--- src/rtl/host_mem_loader_pkg.sv ---
// Shared opcodes, core-port command encodings and FSM states for the host loader.
package host_mem_loader_pkg;

  localparam logic [2:0] OP_WR_IMEM = 3'd0;
  localparam logic [2:0] OP_WR_DMEM = 3'd1;
  localparam logic [2:0] OP_RD_REG  = 3'd2;
  localparam logic [2:0] OP_RD_DMEM = 3'd3;
  localparam logic [2:0] OP_RUN     = 3'd4;

  // DRD doubles as the idle encoding: no write enable is active.
  localparam logic [1:0] CPU_CMD_REG = 2'b00;
  localparam logic [1:0] CPU_CMD_IWR = 2'b01;
  localparam logic [1:0] CPU_CMD_DRD = 2'b10;
  localparam logic [1:0] CPU_CMD_DWR = 2'b11;

  typedef enum logic [2:0] {
    ST_IDLE,
    ST_WRITE,
    ST_READ,
    ST_RUN,
    ST_RESP
  } state_t;

endpackage

--- src/rtl/host_mem_loader_if.sv ---
// Host command/response channel plus the core debug/load port.
// master = the loader, slave = host and core side.
interface host_mem_loader_if;

  logic        cmd_valid;
  logic        cmd_ready;
  logic [2:0]  cmd_op;
  logic [31:0] cmd_addr;
  logic [31:0] cmd_data;
  logic        run_abort;
  logic        rsp_valid;
  logic        rsp_ready;
  logic [31:0] rsp_data;
  logic        rsp_err;
  logic        busy;
  logic        cpu_reset;
  logic [1:0]  cpu_cmd;
  logic [31:0] cpu_addr;
  logic [31:0] cpu_data;
  logic [31:0] cpu_data_out;

  modport master (
    input  cmd_valid, cmd_op, cmd_addr, cmd_data, run_abort, rsp_ready, cpu_data_out,
    output cmd_ready, rsp_valid, rsp_data, rsp_err, busy, cpu_reset, cpu_cmd, cpu_addr, cpu_data
  );

  modport slave (
    output cmd_valid, cmd_op, cmd_addr, cmd_data, run_abort, rsp_ready, cpu_data_out,
    input  cmd_ready, rsp_valid, rsp_data, rsp_err, busy, cpu_reset, cpu_cmd, cpu_addr, cpu_data
  );

endinterface

--- src/rtl/host_mem_loader_run_counter.sv ---
// Clear/enable up-counter with a terminal-count compare; times both RUN and the read wait.
module host_mem_loader_run_counter #(
  parameter int CNT_W = 32
) (
  input  logic             clk,
  input  logic             reset,
  input  logic             clr_i,
  input  logic             en_i,
  input  logic [CNT_W-1:0] term_i,
  output logic [CNT_W-1:0] cnt_o,
  output logic             tc_o
);

  logic [CNT_W-1:0] cnt_q, cnt_d;

  always_comb begin
    cnt_d = cnt_q;
    if (clr_i)
      cnt_d = '0;
    else if (en_i)
      cnt_d = cnt_q + CNT_W'(1);
  end

  always_ff @(posedge clk or posedge reset) begin
    if (reset)
      cnt_q <= '0;
    else
      cnt_q <= cnt_d;
  end

  assign cnt_o = cnt_q;
  assign tc_o  = (cnt_q == term_i);

endmodule

--- src/rtl/host_mem_loader.sv ---
// Sequences the core's debug/load port and reset from one host command at a time,
// returning exactly one response per command.
module host_mem_loader
  import host_mem_loader_pkg::*;
#(
  parameter int RD_LAT = 2,
  parameter int CNT_W  = 32
) (
  input  logic          clk,
  input  logic          reset,
  host_mem_loader_if.master bus
);

  state_t           state_q, state_d;
  logic [1:0]       cpu_cmd_q, cpu_cmd_d;
  logic             cpu_reset_q, cpu_reset_d;
  logic [31:0]      cpu_addr_q, cpu_addr_d;
  logic [31:0]      cpu_data_q, cpu_data_d;
  logic             rsp_valid_q, rsp_valid_d;
  logic [31:0]      rsp_data_q, rsp_data_d;
  logic             rsp_err_q, rsp_err_d;
  logic [CNT_W-1:0] term_q, term_d;

  logic             accept;
  logic             run_done;
  logic [CNT_W-1:0] cnt;
  logic [CNT_W-1:0] run_len;
  logic             tc;

  assign accept   = bus.cmd_valid && (state_q == ST_IDLE);
  assign run_len  = bus.cmd_data[CNT_W-1:0];
  assign run_done = (state_q == ST_RUN) && (tc || bus.run_abort);

  // Terminal value is len-1 for RUN and RD_LAT-1 for READ, so tc marks the last cycle.
  host_mem_loader_run_counter #(.CNT_W(CNT_W)) u_cnt (
    .clk    (clk),
    .reset  (reset),
    .clr_i  (accept),
    .en_i   ((state_q == ST_READ) || (state_q == ST_RUN)),
    .term_i (term_q),
    .cnt_o  (cnt),
    .tc_o   (tc)
  );

  always_ff @(posedge clk or posedge reset) begin
    if (reset)
      state_q <= ST_IDLE;
    else
      state_q <= state_d;
  end

  always_comb begin
    state_d = state_q;
    case (state_q)
      ST_IDLE: begin
        if (accept) begin
          case (bus.cmd_op)
            OP_WR_IMEM, OP_WR_DMEM: state_d = ST_WRITE;
            OP_RD_REG,  OP_RD_DMEM: state_d = ST_READ;
            OP_RUN:                 state_d = (run_len == '0) ? ST_RESP : ST_RUN;
            default:                state_d = ST_RESP;
          endcase
        end
      end
      ST_WRITE: state_d = ST_RESP;
      ST_READ:  if (tc) state_d = ST_RESP;
      ST_RUN:   if (run_done) state_d = ST_RESP;
      ST_RESP:  if (bus.rsp_ready) state_d = ST_IDLE;
      default:  state_d = ST_IDLE;
    endcase
  end

  always_comb begin
    cpu_cmd_d   = cpu_cmd_q;
    cpu_reset_d = cpu_reset_q;
    cpu_addr_d  = cpu_addr_q;
    cpu_data_d  = cpu_data_q;
    rsp_valid_d = rsp_valid_q;
    rsp_data_d  = rsp_data_q;
    rsp_err_d   = rsp_err_q;
    term_d      = term_q;
    case (state_q)
      ST_IDLE: begin
        if (accept) begin
          cpu_addr_d = bus.cmd_addr;
          cpu_data_d = bus.cmd_data;
          rsp_data_d = '0;
          rsp_err_d  = 1'b0;
          term_d     = (bus.cmd_op == OP_RUN) ? (run_len - CNT_W'(1)) : CNT_W'(RD_LAT - 1);
          case (bus.cmd_op)
            OP_WR_IMEM: cpu_cmd_d = CPU_CMD_IWR;
            OP_WR_DMEM: cpu_cmd_d = CPU_CMD_DWR;
            OP_RD_REG:  cpu_cmd_d = CPU_CMD_REG;
            OP_RD_DMEM: cpu_cmd_d = CPU_CMD_DRD;
            OP_RUN: begin
              if (run_len != '0)
                cpu_reset_d = 1'b0;
              else
                rsp_valid_d = 1'b1;
            end
            default: begin
              rsp_err_d   = 1'b1;
              rsp_valid_d = 1'b1;
            end
          endcase
        end
      end
      ST_WRITE: begin
        cpu_cmd_d   = CPU_CMD_DRD;
        rsp_data_d  = '0;
        rsp_valid_d = 1'b1;
      end
      ST_READ: begin
        if (tc) begin
          cpu_cmd_d   = CPU_CMD_DRD;
          rsp_data_d  = bus.cpu_data_out;
          rsp_valid_d = 1'b1;
        end
      end
      ST_RUN: begin
        // The cycle ending at this edge still ran, hence cnt+1 executed cycles.
        if (run_done) begin
          cpu_reset_d = 1'b1;
          rsp_data_d  = 32'(cnt + CNT_W'(1));
          rsp_valid_d = 1'b1;
        end
      end
      ST_RESP: begin
        if (bus.rsp_ready) begin
          rsp_valid_d = 1'b0;
          rsp_err_d   = 1'b0;
        end
      end
      default: ;
    endcase
  end

  always_ff @(posedge clk or posedge reset) begin
    if (reset) begin
      cpu_cmd_q   <= CPU_CMD_DRD;
      cpu_reset_q <= 1'b1;
      cpu_addr_q  <= '0;
      cpu_data_q  <= '0;
      rsp_valid_q <= 1'b0;
      rsp_data_q  <= '0;
      rsp_err_q   <= 1'b0;
      term_q      <= '0;
    end else begin
      cpu_cmd_q   <= cpu_cmd_d;
      cpu_reset_q <= cpu_reset_d;
      cpu_addr_q  <= cpu_addr_d;
      cpu_data_q  <= cpu_data_d;
      rsp_valid_q <= rsp_valid_d;
      rsp_data_q  <= rsp_data_d;
      rsp_err_q   <= rsp_err_d;
      term_q      <= term_d;
    end
  end

  assign bus.cmd_ready = (state_q == ST_IDLE);
  assign bus.busy      = (state_q != ST_IDLE);
  assign bus.cpu_cmd   = cpu_cmd_q;
  assign bus.cpu_reset = cpu_reset_q;
  assign bus.cpu_addr  = cpu_addr_q;
  assign bus.cpu_data  = cpu_data_q;
  assign bus.rsp_valid = rsp_valid_q;
  assign bus.rsp_data  = rsp_data_q;
  assign bus.rsp_err   = rsp_err_q;

endmodule

--- src/flat_wrapper.sv ---
// flat-port wrapper written by rule: the top's interface ports become plain ports
module host_mem_loader_flat import host_mem_loader_pkg::*;
#(
  parameter int RD_LAT = 2,
  parameter int CNT_W  = 32
)
  (clk, reset, bus_cmd_valid, bus_cmd_op, bus_cmd_addr, bus_cmd_data, bus_run_abort, bus_rsp_ready, bus_cpu_data_out, bus_cmd_ready, bus_rsp_valid, bus_rsp_data, bus_rsp_err, bus_busy, bus_cpu_reset, bus_cpu_cmd, bus_cpu_addr, bus_cpu_data);
  host_mem_loader_if bus_i ();
  input  logic clk;
  input  logic reset;
  input wire logic [$bits(bus_i.cmd_valid)-1:0] bus_cmd_valid;
  input wire logic [$bits(bus_i.cmd_op)-1:0] bus_cmd_op;
  input wire logic [$bits(bus_i.cmd_addr)-1:0] bus_cmd_addr;
  input wire logic [$bits(bus_i.cmd_data)-1:0] bus_cmd_data;
  input wire logic [$bits(bus_i.run_abort)-1:0] bus_run_abort;
  input wire logic [$bits(bus_i.rsp_ready)-1:0] bus_rsp_ready;
  input wire logic [$bits(bus_i.cpu_data_out)-1:0] bus_cpu_data_out;
  output wire logic [$bits(bus_i.cmd_ready)-1:0] bus_cmd_ready;
  output wire logic [$bits(bus_i.rsp_valid)-1:0] bus_rsp_valid;
  output wire logic [$bits(bus_i.rsp_data)-1:0] bus_rsp_data;
  output wire logic [$bits(bus_i.rsp_err)-1:0] bus_rsp_err;
  output wire logic [$bits(bus_i.busy)-1:0] bus_busy;
  output wire logic [$bits(bus_i.cpu_reset)-1:0] bus_cpu_reset;
  output wire logic [$bits(bus_i.cpu_cmd)-1:0] bus_cpu_cmd;
  output wire logic [$bits(bus_i.cpu_addr)-1:0] bus_cpu_addr;
  output wire logic [$bits(bus_i.cpu_data)-1:0] bus_cpu_data;
  assign bus_i.cmd_valid = bus_cmd_valid;
  assign bus_i.cmd_op = bus_cmd_op;
  assign bus_i.cmd_addr = bus_cmd_addr;
  assign bus_i.cmd_data = bus_cmd_data;
  assign bus_i.run_abort = bus_run_abort;
  assign bus_i.rsp_ready = bus_rsp_ready;
  assign bus_i.cpu_data_out = bus_cpu_data_out;
  assign bus_cmd_ready = bus_i.cmd_ready;
  assign bus_rsp_valid = bus_i.rsp_valid;
  assign bus_rsp_data = bus_i.rsp_data;
  assign bus_rsp_err = bus_i.rsp_err;
  assign bus_busy = bus_i.busy;
  assign bus_cpu_reset = bus_i.cpu_reset;
  assign bus_cpu_cmd = bus_i.cpu_cmd;
  assign bus_cpu_addr = bus_i.cpu_addr;
  assign bus_cpu_data = bus_i.cpu_data;
  host_mem_loader #(.RD_LAT(RD_LAT), .CNT_W(CNT_W)) u_core (.clk(clk), .reset(reset), .bus(bus_i));
endmodule
--- config.mk ---
export PLATFORM = sky130hd
export DESIGN_NAME = host_mem_loader_flat
export DESIGN_NICKNAME = d
export VERILOG_FILES = /design/src/rtl/host_mem_loader_pkg.sv /design/src/rtl/host_mem_loader_if.sv /design/src/rtl/host_mem_loader_run_counter.sv /design/src/rtl/host_mem_loader.sv /design/src/flat_wrapper.sv
export SDC_FILE = /design/constraint.sdc
export NUM_CORES = 1
export LEC_CHECK = 0
export CAP_MARGIN = 20
export CORE_MARGIN = 4
export CORE_UTILIZATION = 42
export CTS_BUF_LIST = sky130_fd_sc_hd__clkbuf_16
export DETAILED_ROUTE_END_ITERATION = 10
export DONT_BUFFER_PORTS = 1
export HOLD_SLACK_MARGIN = 0.12
export PLACE_DENSITY = 0.64
export SLEW_MARGIN = 20
export SYNTH_ARGS = -nofsm -noshare
export SYNTH_HDL_FRONTEND = slang
export SYNTH_SLANG_ARGS = --single-unit
--- constraint.sdc ---
create_clock -name clk -period 16.59 [get_ports clk]
set_input_delay 4.977 -clock clk [delete_from_list [all_inputs] [get_ports clk]]
set_output_delay 4.977 -clock clk [all_outputs]
set_load 0.1 [all_outputs]
==> results.env <==
WORSTREGTOREGCELLS=7
AREA.GROWTH.SYNTH_TO_FINAL_PCT=9.10
GRT_SETUP_UNREPAIRED='false'
GLOBALPLACE.CONGESTION=0.825
FINAL_LAYOUT_SIZE_SUFFIX_GT1_SHARE_PCT=9.56
SYNTH_LARGEST_TYPE_AREA_FRACTION_PCT=47.5
POSTCTSSETUPBUFFERS=0
DIE_H_UM=152
POSTLAYOUTCELLAREA_UM2=9540
CLK_PIN_SLEW_PS=80
REG2REG_TO='u_core.bus.rsp_data[18]$_DFFE_PP0P_'
SYNTH_AREA_UM2=8740
CTS_H_TREE_LVLS=4
SYNTH-EDFF-COUNT=0
VIA_COUNT_OF_THE_FIRST_GLOBAL_ROUTING_PASS=6378
NNETSFINAL=1046
PERIOD_NEEDED_PS=7070
RUN_STATUS='complete, no violations'
CP.ARRIVAL_PS=2100
SYNTH.YOSYS.WARNINGS=0
ANTENNA-DIODE-COUNT=0
MIN_PATH_CELLS=2
SYN_INST=973
LAYOUT.AREA.SEQ_UM2=4210
STARTPOINT_TYPE='flop'
TIMING.CLOCK.SKEW_PS=14.9
WORST_SKEW_PAIR.LATE_LATENCY_PS=440
HP-CLASS='flop to flop'
SYNTH_AREA_LEADERS='dfrtp_1 48%, nand2_1 11%, xnor2_1 7.2%'
NETLIST-CELL-TYPE-COUNT=59
SYN-MEAN-INSTANCE-AREA_UM2=8.98
GRT_USAGE_PCT=19.7
INITIAL_UTIL_PCT=42.9
DRT_PASS1_ITERATIONS=5
CTS_ROOT_BUFFER='clkbuf_16'
ROWS=52
MIN_FROM='u_core.term_q[31]$_DFFE_PP0P_'
INITIALDRTVIOLATIONCOUNT=656
FINAL_ANTENNA_VIOLATING_NET_COUNT=0
MOST_COMMON_CELL_AFTER_LAYOUT_FILL_AND_TAPS_ASIDE='nand2_1'
PLACED_AREA_UM2=8890
CLOCK_TREE.BUFFER_DEPTH=2
SYNTHESIS.NETS=1080
WORSTSETUPENDPOINTTYPE='output port'
ASYNC_RESET_FF_SHARE_PCT=100
TOTALNEGATIVESETUPSLACK_PS=0
PLACE.PORT_BUFFERS=0
SEQ_AREA_FRAC_SYNTH_PCT=48.1
WORST_SLEW_MARGIN_REL_PCT=36.1
CTS.HOLD.BUFFERS_ADDED=0
AREA_USED_BY_MULTI_INPUT_COMBINATIONAL_LOGIC_UM2=4210
CTS_TREE='yes'
NUMBER_OF_FILL_CELLS_IN_THE_LAYOUT=1898
NUMBER_OF_ANTENNA_VIOLATIONS_AT_THE_FIRST_CHECK_IN_GLOBAL_ROUTING=0
FP.DIEAREA_UM2=23200
REPORT.FINAL.SETUP_VIOL=0
DETAIL_ROUTE.WIRELENGTH_UM=23000
HOLD_WS_PS=493
CRITPATHMAXFANOUT=5
DRC=0
DIE_W_UM=152
FMAXACHIEVABLE_MHz=141
HOLD_END='u_core.term_q[31]$_DFFE_PP0P_'
PIN_COUNT_OF_THE_BIGGEST_NET_ENTERING_GLOBAL_ROUTING=106
POST_DRT_WL_PER_CELL_UM=18.8
CRITICAL_PATH_REQUIRED_PS=11610
TIGHTESTPINTRANSITION_PS=959
MAXCAP_VIOLATIONS=0
CTS_BUFFER_COUNT=17
GRT_OVERFLOW=0
SYNTH_TOP_AREA_CELL='dfrtp_1'
TIMING_WORST_SETUP_PATH_TYPE='flop to output port'
SINKS_ON_CLOCK_NET=168
DETAILROUTE.VIA_COUNT=6675
HOLD_VIOLATIONS=0
FINAL_MAX_SLEW_VIOL_COUNT=0
R2R_START='u_core.u_cnt.cnt_o[0]$_DFFE_PP0P_'
PLACE.DETAILED.HPWL_UM=16300
YS_SEQ_ELEMENTS=168
DESIGN.CORE.AREA_UM2=20400
GRT_FIRST_PASS_WIRELENGTH_UM=36900
R2R_SETUP_SLACK_PS=13690
PIN_COUNT=207
CTS_REPAIR_RESIZE_COUNT=0
MOSTFREQUENTLAYOUTCELLS='265 x nand2_1, 165 x dfrtp_1, 93 x o21ai_0, 72 x xnor2_1, 50 x nor2_1'
MIN_PERIOD_OVER_PERIOD_PCT=42.6
FLIP_FLOP_CELL_WITH_THE_HIGHEST_COUNT_AFTER_SYNTHESIS='dfrtp_1'
POST_DRT_VIA_CELL_RATIO=5.46
[synth_stat cells (4+ instances only)]
master and count:
a211oi_1 9, a21oi_1 30, and2_1 5, and3_1 11, buf_1 6, buf_2 10
clkbuf_1 40, dfrtp_1 166, inv_1 16, mux2_1 15, mux2_2 13, nand2_1 266
nand2b_1 4, nand3_1 16, nand4_1 17, nor2_1 53, nor3_1 15, nor4_1 8
o21ai_0 93, o31ai_1 12, or2_2 5, or3_1 5, or4_1 4, or4_4 5
xnor2_1 72, xor2_1 16
[final cells by class]
| cell class | instances | area share, % |
|---|---|---|
| Clock buffer | 17 | 4.46 |
| Clock inverter | 15 | 2.03 |
| Multi-Input combinational cell | 726 | 44.2 |
| Tap cell | 270 | 3.54 |
| Timing Repair Buffer | 10 | 0.997 |
| Inverter | 16 | 0.682 |
| Sequential cell | 168 | 44.1 |
[how the worst max path moves through the flow]
stage / cells past startpoint / from / endpoint / slack [ps]
after detailed placement: 6 / bus_cmd_data[13] / u_core.state_q[2]$_DFFE_PP0P_ / 9710
after global placement: 6 / bus_cmd_data[13] / u_core.state_q[2]$_DFFE_PP0P_ / 9710
after floorplan: 1 / reset / u_core.bus.cpu_addr[0]$_DFFE_PP0P_ / 7070
after CTS: 4 / u_core.state_q[0]$_DFFE_PP0P_ / bus_busy / 9500
after global routing: 4 / u_core.state_q[1]$_DFFE_PP0P_ / bus_busy / 9450
final: 4 / u_core.state_q[0]$_DFFE_PP0P_ / bus_busy / 9520
[cells by family after synthesis]
kind of cell / Yosys count / synth area share [%]
AND/OR/NAND/NOR: 434 / 23.4
AO/OA/AOI/OAI: 171 / 11.5
flip-flops: 168 / 48.1
XOR/XNOR: 88 / 8.82
buffers and inverters: 79 / 3.94
multiplexers: 30 / 3.84
adder cells (fa/ha/maj): 3 / 0.429
[routing by layer]
metal / vias up / share of wire [%] / global-route usage, % / wire length [um]
met1: 3190 / 46 / 28.1 / 10600
met2: 244 / 45 / 29.8 / 10400
met4: 0 / 0.92 / 4.54 / 212
li1: 3224 / - / - / -
met5: - / 0 / 0 / 0
met3: 17 / 7.6 / 5.79 / 1750
[state kept, by name (all words and copies together), names as in the netlist]
signal and flops:
u_core.bus.cpu_addr 32, u_core.bus.cpu_data 32, u_core.bus.rsp_data 32, u_core.term_q 32, u_core.u_cnt.cnt_o 32, u_core.state_q 3, u_core.bus.cpu_cmd 2, u_core.bus.cpu_reset 1
u_core.bus.rsp_err 1, u_core.bus.rsp_valid 1
[worst max-delay path, cell delays in order (launching register included)]
cell,delay [ps]
dfrtp_2,410
or2_2,350
nor2_2,90
buf_4,330
inv_1,480
[per-stage QoR]
step	utilization [%]	std cells	setup slack, ps
after floorplan	-	973	7070
after global placement	43.6	1189	9710
after detailed placement	43.6	1189	9710
after CTS	46.7	1221	9500
after global routing	46.8	1222	9450
final	46.8	1222	9520
Power is left out: the tool's default activity adds up to more than one toggle a clock period on the data nets, which glitch-free logic cannot reach.
